## src/rtl/alu_arbiter_pkg.sv

```systemverilog
// alu_arbiter_pkg: opcodes, FSM states and flag bit positions shared by the ALU arbiter.
package alu_arbiter_pkg;
    localparam logic [2:0] OP_ADD = 3'b000;
    localparam logic [2:0] OP_SUB = 3'b001;
    localparam logic [2:0] OP_AND = 3'b010;
    localparam logic [2:0] OP_OR  = 3'b011;
    localparam logic [2:0] OP_NOT = 3'b100;
    localparam int FLAG_N = 3;
    localparam int FLAG_Z = 2;
    localparam int FLAG_C = 1;
    localparam int FLAG_V = 0;
    typedef enum logic [1:0] {IDLE, EXEC, RESP} state_t;
    function automatic logic op_illegal(input logic [2:0] op);
        return op > OP_NOT;
    endfunction
endpackage

```

## src/rtl/alu_rr_arb.sv

```systemverilog
// alu_rr_arb: two-way round-robin pick; a lone requester always wins, a tie goes to
// the requester not granted last.
module alu_rr_arb
    import alu_arbiter_pkg::*;
(
    input  logic       i_valid0,
    input  logic       i_valid1,
    input  logic       i_last_gnt,
    output logic [1:0] o_gnt,
    output logic       o_idx
);
    always_comb begin
        o_idx = (i_valid0 && i_valid1) ? ~i_last_gnt : i_valid1;
        o_gnt = (i_valid0 || i_valid1) ? (o_idx ? 2'b10 : 2'b01) : 2'b00;
    end
endmodule

```

## src/rtl/alu_arbiter.sv

```systemverilog
// alu_arbiter: shares one combinational ALU between two requesters (IDLE->EXEC->RESP).
// Define ALU_ARB_OPCHK_EN to reject opcodes 101..111 with RSP_ERR instead of issuing them.
module alu_arbiter
    import alu_arbiter_pkg::*;
#(
    parameter int WIDTH = 4
) (
    input  logic             i_clk,
    input  logic             i_rst_n,
    input  logic             i_req0_valid,
    input  logic             i_req1_valid,
    output logic             o_req0_ready,
    output logic             o_req1_ready,
    input  logic [WIDTH-1:0] i_req0_in1,
    input  logic [WIDTH-1:0] i_req0_in2,
    input  logic [WIDTH-1:0] i_req1_in1,
    input  logic [WIDTH-1:0] i_req1_in2,
    input  logic [2:0]       i_req0_op,
    input  logic [2:0]       i_req1_op,
    output logic [WIDTH-1:0] o_alu_in1,
    output logic [WIDTH-1:0] o_alu_in2,
    output logic [2:0]       o_alu_control,
    input  logic [WIDTH-1:0] i_alu_result,
    input  logic             i_alu_n,
    input  logic             i_alu_z,
    input  logic             i_alu_c,
    input  logic             i_alu_v,
    output logic             o_rsp_valid,
    input  logic             i_rsp_ready,
    output logic             o_rsp_id,
    output logic [WIDTH-1:0] o_rsp_result,
    output logic [3:0]       o_rsp_flags,
    output logic             o_rsp_err
);
    state_t           r_state, w_next;
    logic [WIDTH-1:0] r_in1, r_in2, r_result;
    logic [2:0]       r_op;
    logic [3:0]       r_flags, w_flags;
    logic             r_id, r_last_gnt;
    logic [1:0]       w_gnt;
    logic             w_idx, w_accept, w_illegal;

    alu_rr_arb u_arb (
        .i_valid0   (i_req0_valid),
        .i_valid1   (i_req1_valid),
        .i_last_gnt (r_last_gnt),
        .o_gnt      (w_gnt),
        .o_idx      (w_idx)
    );

    always_comb begin
        w_next   = r_state;
        w_accept = 1'b0;
        case (r_state)
            IDLE: begin
                w_accept = |w_gnt;
                w_next   = w_accept ? EXEC : IDLE;
            end
            EXEC:    w_next = RESP;
            RESP:    w_next = i_rsp_ready ? IDLE : RESP;
            default: w_next = IDLE;
        endcase
    end

    always_comb begin
        w_flags         = '0;
        w_flags[FLAG_N] = i_alu_n;
        w_flags[FLAG_Z] = i_alu_z;
        w_flags[FLAG_C] = i_alu_c;
        w_flags[FLAG_V] = i_alu_v;
    end

    // Ready is masked by reset so it drops the moment reset asserts.
    assign o_req0_ready  = w_accept & w_gnt[0] & i_rst_n;
    assign o_req1_ready  = w_accept & w_gnt[1] & i_rst_n;
    assign o_rsp_valid   = (r_state == RESP);
    assign o_rsp_id      = r_id;
    assign o_rsp_result  = r_result;
    assign o_rsp_flags   = r_flags;
    assign o_alu_in1     = r_in1;
    assign o_alu_in2     = r_in2;
    assign o_alu_control = w_illegal ? OP_ADD : r_op;

    always_ff @(posedge i_clk or negedge i_rst_n) begin
        if (!i_rst_n) begin
            r_state    <= IDLE;
            r_last_gnt <= 1'b1;
            r_in1      <= '0;
            r_in2      <= '0;
            r_op       <= '0;
            r_id       <= 1'b0;
            r_result   <= '0;
            r_flags    <= '0;
        end else begin
            r_state <= w_next;
            if (w_accept) begin
                r_in1      <= w_idx ? i_req1_in1 : i_req0_in1;
                r_in2      <= w_idx ? i_req1_in2 : i_req0_in2;
                r_op       <= w_idx ? i_req1_op : i_req0_op;
                r_id       <= w_idx;
                r_last_gnt <= w_idx;
            end
            if (r_state == EXEC) begin
                r_result <= w_illegal ? '0 : i_alu_result;
                r_flags  <= w_illegal ? '0 : w_flags;
            end
        end
    end

`ifdef ALU_ARB_OPCHK_EN
    logic r_err;
    assign w_illegal = op_illegal(r_op);
    assign o_rsp_err = r_err;
    always_ff @(posedge i_clk or negedge i_rst_n) begin
        if (!i_rst_n)
            r_err <= 1'b0;
        else if (r_state == EXEC)
            r_err <= w_illegal;
    end
`else
    assign w_illegal = 1'b0;
    assign o_rsp_err = 1'b0;
`endif
endmodule
```

## config.mk

```make
export PLATFORM = sky130hd
export DESIGN_NAME = alu_arbiter
export DESIGN_NICKNAME = d
export VERILOG_FILES = /design/src/rtl/alu_arbiter_pkg.sv /design/src/rtl/alu_rr_arb.sv /design/src/rtl/alu_arbiter.sv
export SDC_FILE = /design/constraint.sdc
export NUM_CORES = 1
export LEC_CHECK = 0
export CAP_MARGIN = 20
export CORE_MARGIN = 1.5
export CORE_UTILIZATION = 41
export CTS_CLUSTER_SIZE = 16
export DETAILED_ROUTE_END_ITERATION = 16
export PLACE_DENSITY = 0.86
export SYNTH_ARGS = -nofsm -noshare
export SYNTH_HDL_FRONTEND = slang
export SYNTH_SLANG_ARGS = --single-unit
```

## constraint.sdc

```tcl
create_clock -name i_clk -period 4.35 [get_ports i_clk]
set_input_delay 0.6525 -clock i_clk [delete_from_list [all_inputs] [get_ports i_clk]]
set_output_delay 0.6525 -clock i_clk [all_outputs]
set_load 0.02 [all_outputs]
```

==> flow_metrics.env, run 1 <==
export IMPL_outcome="complete, no violations"
export IMPL_post_cts_resized=0
export IMPL_slowest_delay_ns=0.59
export IMPL_finalHoldViolations=0
export IMPL_dr_pass1_iters=3
export IMPL_synthDistinctLibCells=17
export IMPL_totalWireLength_mm=2.327
export IMPL_clockBufferDepth=2
export IMPL_critical_path_buf_inv_count=2
export IMPL_fin_cells=158
export IMPL_multi_input_comb_area_um2=479.2
export IMPL_grt_pass1_vias=788
export IMPL_core_area_um2=2500
export IMPL_wl_per_cell_um=14.73
export IMPL_slowest_stage="clkdlybuf4s50_1"
export IMPL_fillCellCount=180
export IMPL_vdd_ir_drop_max_v=0.0003621
export IMPL_regArea_um2=576.8
export IMPL_clock_sinks=23
export IMPL_seq_area_frac_synth_pct=52.69
export IMPL_slew_violations=0
export IMPL_final_cell_area_um2=1709
export IMPL_area_delta_synth_final_pct=56.11
export IMPL_synth_top_family_by_area="multiplexers"
export IMPL_gp_congestion=0.7263
export IMPL_layout_common_cells="clkdlybuf4s50_1, dfrtp_1, mux2_2, mux2_4, clkbuf_4"
export IMPL_worstPathArrival_ns=2.45
export IMPL_final_antenna_net_count=0
export IMPL_muxShareOfSynthArea_pct=36.69
export IMPL_crit_top_cell="clkdlybuf4s50_1"
export IMPL_route_vias_total=751
export IMPL_critPathKind="input port to output port"
export IMPL_clock_fmax_mhz=322.5
export IMPL_cp_top_family="buffers and inverters"
export IMPL_diodes=0
export IMPL_die_x_um=54.68
export IMPL_crit_path_start_kind="input port"
export IMPL_viasPerCell=4.753
export IMPL_finClkSkew_ns=0.009686
export IMPL_cts_tree="yes"
export IMPL_nets=164
export IMPL_synthAdderAreaFrac_pct=0
export IMPL_slew_headroom_pct=65.72
export IMPL_die_y_um=54.68
export IMPL_syn_area_um2=1095
export IMPL_dp_cells=154
export IMPL_portBuffers=57
export IMPL_antenna_found_initial=0
export IMPL_yosys_area_share_xor_xnor_pct=0
export IMPL_fin_tns_setup_ns=0
export IMPL_drt_iter0_drc=2
export IMPL_cp_max_fo=15
export IMPL_post_route_period_util_pct=71.29
export IMPL_required_ns=3.70
export IMPL_whs_ns=0.5187
export IMPL_start_util_pct=43.79
export IMPL_clkSlewWorstSetupHoldPaths_ns=0.11
export IMPL_rows=18
export IMPL_clockRootBuffer="clkbuf_4"
export IMPL_remaining_drc_errors=0
export IMPL_track_usage_pct=17.73
export IMPL_period_minus_slack_ns=3.101
export IMPL_synth_avg_cell_area_um2=15.87
export IMPL_hold_class="register to register"
export IMPL_synth_compound_area_share_pct=2.171
export IMPL_io_pins=59
export IMPL_finalSetupViolCount=0
export IMPL_worst_slew_pin_slew_ns=0.5130
export IMPL_cts_max_level=1
export IMPL_final_common_cell="clkdlybuf4s50_1"
export IMPL_p_leak_nw=0.7285
export IMPL_hold_buffers=0
export IMPL_ys_ff_latch=23
export IMPL_yosys_warnings=0
export IMPL_drive_gt1_share_pct=32.03
export IMPL_place_area_um2=1683
export IMPL_yosys_area_share_simple_pct=4.571
export IMPL_critPathCaptureType="output port"
export IMPL_grt_pass1_wl_mm=3.691
export IMPL_synth_nets=104
export IMPL_p_per_area_nw_per_um2=662.0
export IMPL_numCtsBuffers=3
export IMPL_grt_max_degree=26
export IMPL_grt_setup_unrepaired="no"
export IMPL_cap_violations=0
export IMPL_dieArea_um2=2989
export IMPL_synth_cells=69
export IMPL_clock_latency_ns=0.31
export IMPL_globalRouteOverflowTotal=0
export IMPL_cts_setup_buffers=0
export IMPL_crit_chain="clkdlybuf4s50_1 -> a21boi_4 -> and3_2 -> clkdlybuf4s50_1"
-- report_power, final --
part	internal [mW]	leakage (nW)	switching (mW)	total [mW]
Clock	0.0358	0.0150	0.0609	0.0966
Sequential	0.327	0.269	0.0630	0.390
Combinational	0.369	0.444	0.275	0.645
Total	0.732	0.729	0.399	1.13
-- layer usage --
layer | vias to the layer above | track usage (%) | wire length [µm]
li1 | 358 | - | -
met1 | 360 | 21.60 | 962
met2 | 31 | 31.15 | 1178
met3 | 2 | 2.186 | 165
met4 | 0 | 7.500 | 20
met5 | - | 0 | 0
-- worst register-to-register path, cell delays in order, from the launching register on --
cell and delay [ns]:
dfstp_2 0.41, a21boi_4 0.44, mux2_2 0.40, mux2_2 0.26
-- state kept, by name, summed over array words and instances (netlist names) --
register / flops
o_alu_in1: 4
o_alu_in2: 4
o_rsp_flags: 4
o_rsp_result: 4
o_alu_control: 3
r_state: 2
o_rsp_id: 1
r_last_gnt: 1
-- worst paths after layout --
kind	from	endpoint	slack (ns)	cells after the start
setup reg to reg	r_last_gnt	o_alu_control[0]	2.74	3
setup / recovery	i_req1_valid	o_req1_ready	1.25	4
hold reg to reg	o_rsp_result[1]	o_rsp_result[1]	0.52	1
min in group asynchronous	i_rst_n	o_alu_control[1]	0.70	2
max in group asynchronous	i_rst_n	r_last_gnt	3.37	2
hold / removal	o_rsp_result[1]	o_rsp_result[1]	0.52	1
-- logic make-up (layout without fill, tap and decap cells) --
kind of cell / Yosys count / in the layout
DFF: 23 / 23
buffers and inverters: 5 / 64
muxes: 32 / 32
other: 1 / 1
and+or+nand+nor: 6 / 6
AOI/OAI and AO/OA: 2 / 2
-- through the flow --
| step | power, mW | utilization [%] | worst slack (ns) |
|---|---|---|---|
| after floorplan | 0.7691 | - | 2.315 |
| after global placement | 1.029 | 67.32 | 1.257 |
| after detailed placement | 1.047 | 67.32 | 1.242 |
| after CTS | 1.146 | 68.37 | 1.244 |
| after global routing | 1.204 | 68.37 | 1.160 |
| final | 1.131 | 68.37 | 1.249 |
-- cells in the mapped netlist --
cell	count	area share, %
dfrtp_1	22	50
mux2_2	20	21
mux2_4	11	15
buf_6	2	2.1
nand2b_1	2	1.1
a21boi_4	1	1.7
and3_2	1	0.69
and3b_2	1	0.91
buf_2	1	0.46
buf_4	1	0.69
conb_1	1	0.34
dfstp_2	1	2.4
inv_1	1	0.34
mux2_1	1	1.0
nor2_1	1	0.34
nor3_4	1	1.5
o21ai_0	1	0.46
-- cell type report --
type	instances	area share, %
inverters	1	0.2196
well taps	30	2.196
flip-flops and latches	23	33.75
clock buffers	4	1.537
repair buffers	59	34.26
multi-input cells	41	28.04
Power figures use the tool's default switching activity.
==> inputs of run 2 (changes only) <==
--- a/config.mk
+++ b/config.mk
@@ -7,10 +7,10 @@
 export LEC_CHECK = 0
 export CAP_MARGIN = 20
 export CORE_MARGIN = 1.5
-export CORE_UTILIZATION = 41
+export CORE_UTILIZATION = 38
 export CTS_CLUSTER_SIZE = 16
 export DETAILED_ROUTE_END_ITERATION = 16
-export PLACE_DENSITY = 0.86
+export PLACE_DENSITY = 0.8
 export SYNTH_ARGS = -nofsm -noshare
 export SYNTH_HDL_FRONTEND = slang
 export SYNTH_SLANG_ARGS = --single-unit
==> constraint.sdc (replaced) <==
create_clock -name i_clk -period 3.08 [get_ports i_clk]
set_input_delay 0.462 -clock i_clk [delete_from_list [all_inputs] [get_ports i_clk]]
set_output_delay 0.462 -clock i_clk [all_outputs]
set_load 0.02 [all_outputs]
==> flow_metrics.env, run 2 (synthesis results as in run 1) <==
export IMPL_route_vias_total=762
export IMPL_required_ns=2.62
export IMPL_crit_chain="clkdlybuf4s50_1 -> nor2_1 -> nor3_4 -> and3b_2 -> clkdlybuf4s50_1"
export IMPL_remaining_drc_errors=0
export IMPL_track_usage_pct=15.98
export IMPL_dp_cells=157
export IMPL_numCtsBuffers=3
export IMPL_cts_setup_buffers=0
export IMPL_antenna_found_initial=0
export IMPL_period_minus_slack_ns=2.510
export IMPL_post_route_period_util_pct=81.49
export IMPL_drt_iter0_drc=21
export IMPL_slowest_stage="clkdlybuf4s50_1"
export IMPL_grt_max_degree=15
export IMPL_finalSetupViolCount=0
export IMPL_core_area_um2=2734
export IMPL_viasPerCell=4.733
export IMPL_clockBufferDepth=2
export IMPL_crit_top_cell="clkdlybuf4s50_1"
export IMPL_totalWireLength_mm=2.260
export IMPL_diodes=0
export IMPL_grt_pass1_vias=913
export IMPL_dp_hpwl_mm=1.773
export IMPL_post_cts_resized=0
export IMPL_grt_setup_unrepaired="no"
export IMPL_critPathKind="input port to output port"
export IMPL_rows=19
export IMPL_fin_cells=161
export IMPL_outcome="complete, no violations"
export IMPL_cts_max_level=1
export IMPL_final_antenna_net_count=0
export IMPL_gp_congestion=0.6747
export IMPL_final_common_cell="clkdlybuf4s50_1"
export IMPL_nets=166
export IMPL_drive_gt1_share_pct=33.08
export IMPL_dr_pass1_iters=2
export IMPL_slowest_delay_ns=0.61
export IMPL_hold_class="register to register"
export IMPL_dieArea_um2=3212
export IMPL_cp_max_fo=3
export IMPL_crit_path_start_kind="input port"
export IMPL_hold_buffers=0
export IMPL_grt_pass1_wl_mm=4.071
export IMPL_cap_violations=0
export IMPL_clkSlewWorstSetupHoldPaths_ns=0.12
export IMPL_r2r_slack_ns=1.54
export IMPL_area_delta_synth_final_pct=57.60
export IMPL_worstPathArrival_ns=2.05
export IMPL_critPathCaptureType="output port"
export IMPL_clockRootBuffer="clkbuf_4"
export IMPL_die_x_um=56.68
export IMPL_finClkSkew_ns=0.004531
export IMPL_layout_common_cells="clkdlybuf4s50_1, dfrtp_1, mux2_2, mux2_4, buf_4"
export IMPL_die_y_um=56.68
export IMPL_wl_per_cell_um=14.04
export IMPL_p_per_area_nw_per_um2=929.0
export IMPL_portBuffers=57
export IMPL_globalRouteOverflowTotal=0
export IMPL_fin_tns_setup_ns=0
export IMPL_start_util_pct=40.05
export IMPL_clock_latency_ns=0.30
export IMPL_clock_fmax_mhz=398.4
export IMPL_slew_violations=0
export IMPL_p_leak_nw=0.7383
export IMPL_fillCellCount=222
export IMPL_io_pins=59
export IMPL_cts_tree="yes"
export IMPL_clock_sinks=23
export IMPL_finalHoldViolations=0
export IMPL_vdd_ir_drop_max_v=0.0005754
## run 2: cell count changes in the layout (fill, tap and decap cells not counted), sizes merged
cell  before  now
buf        2    4
## run 2: final cells by class
cell class,instances,area (µm²),area share (%)
Clock buffer,4,26.28,1.523
Inverter,1,3.754,0.2175
Multi-Input combinational cell,41,479.2,27.77
Sequential cell,23,576.8,33.43
Tap cell,31,38.79,2.248
Timing Repair Buffer,61,600.6,34.81
## run 2: final timing paths
check | start | cells after the start | end
setup / recovery | i_req0_valid | 5 | o_req0_ready
hold / removal | o_rsp_flags[0] | 1 | o_rsp_flags[0]
setup reg to reg | r_last_gnt | 4 | o_alu_control[0]
hold reg to reg | o_rsp_flags[0] | 1 | o_rsp_flags[0]
max in group asynchronous | i_rst_n | 2 | r_last_gnt
min in group asynchronous | i_rst_n | 2 | r_state[0]
## run 2: critical path, delay by kind of cell
| family | cells | cell delay (ns) |
|---|---|---|
| buf+inv | 2 | 1.15 |
| simple gates | 3 | 0.43 |
## run 2: where the power goes
part           internal (mW)  leakage (nW)  switching [mW]
Clock                 0.0504        0.0150          0.0840
Sequential             0.462         0.269          0.0934
Combinational          0.525         0.454           0.388
## run 2: metal layers
| metal | routed length (µm) | track usage [%] | vias to the layer above |
|---|---|---|---|
| li1 | - | - | 358 |
| met1 | 951 | 19.76 | 372 |
| met2 | 1122 | 27.74 | 32 |
| met3 | 186 | 4.608 | 0 |
| met4 | 0 | 3.061 | 0 |
| met5 | 0 | 0 | - |
## run 2: stage by stage
stage | total power, mW | utilization (%) | worst slack [ns] | hold WS (ns) | cell area [µm²]
after floorplan | 1.086 | - | 1.426 | 0.1664 | 1095
after global placement | 1.462 | 62.15 | 0.5992 | 0.4781 | 1699
after detailed placement | 1.481 | 62.15 | 0.5766 | 0.4842 | 1699
after CTS | 1.625 | 63.11 | 0.5756 | 0.5094 | 1725
after global routing | 1.700 | 63.11 | 0.4943 | 0.5343 | 1725
final | 1.603 | 63.11 | 0.5700 | 0.5016 | 1725
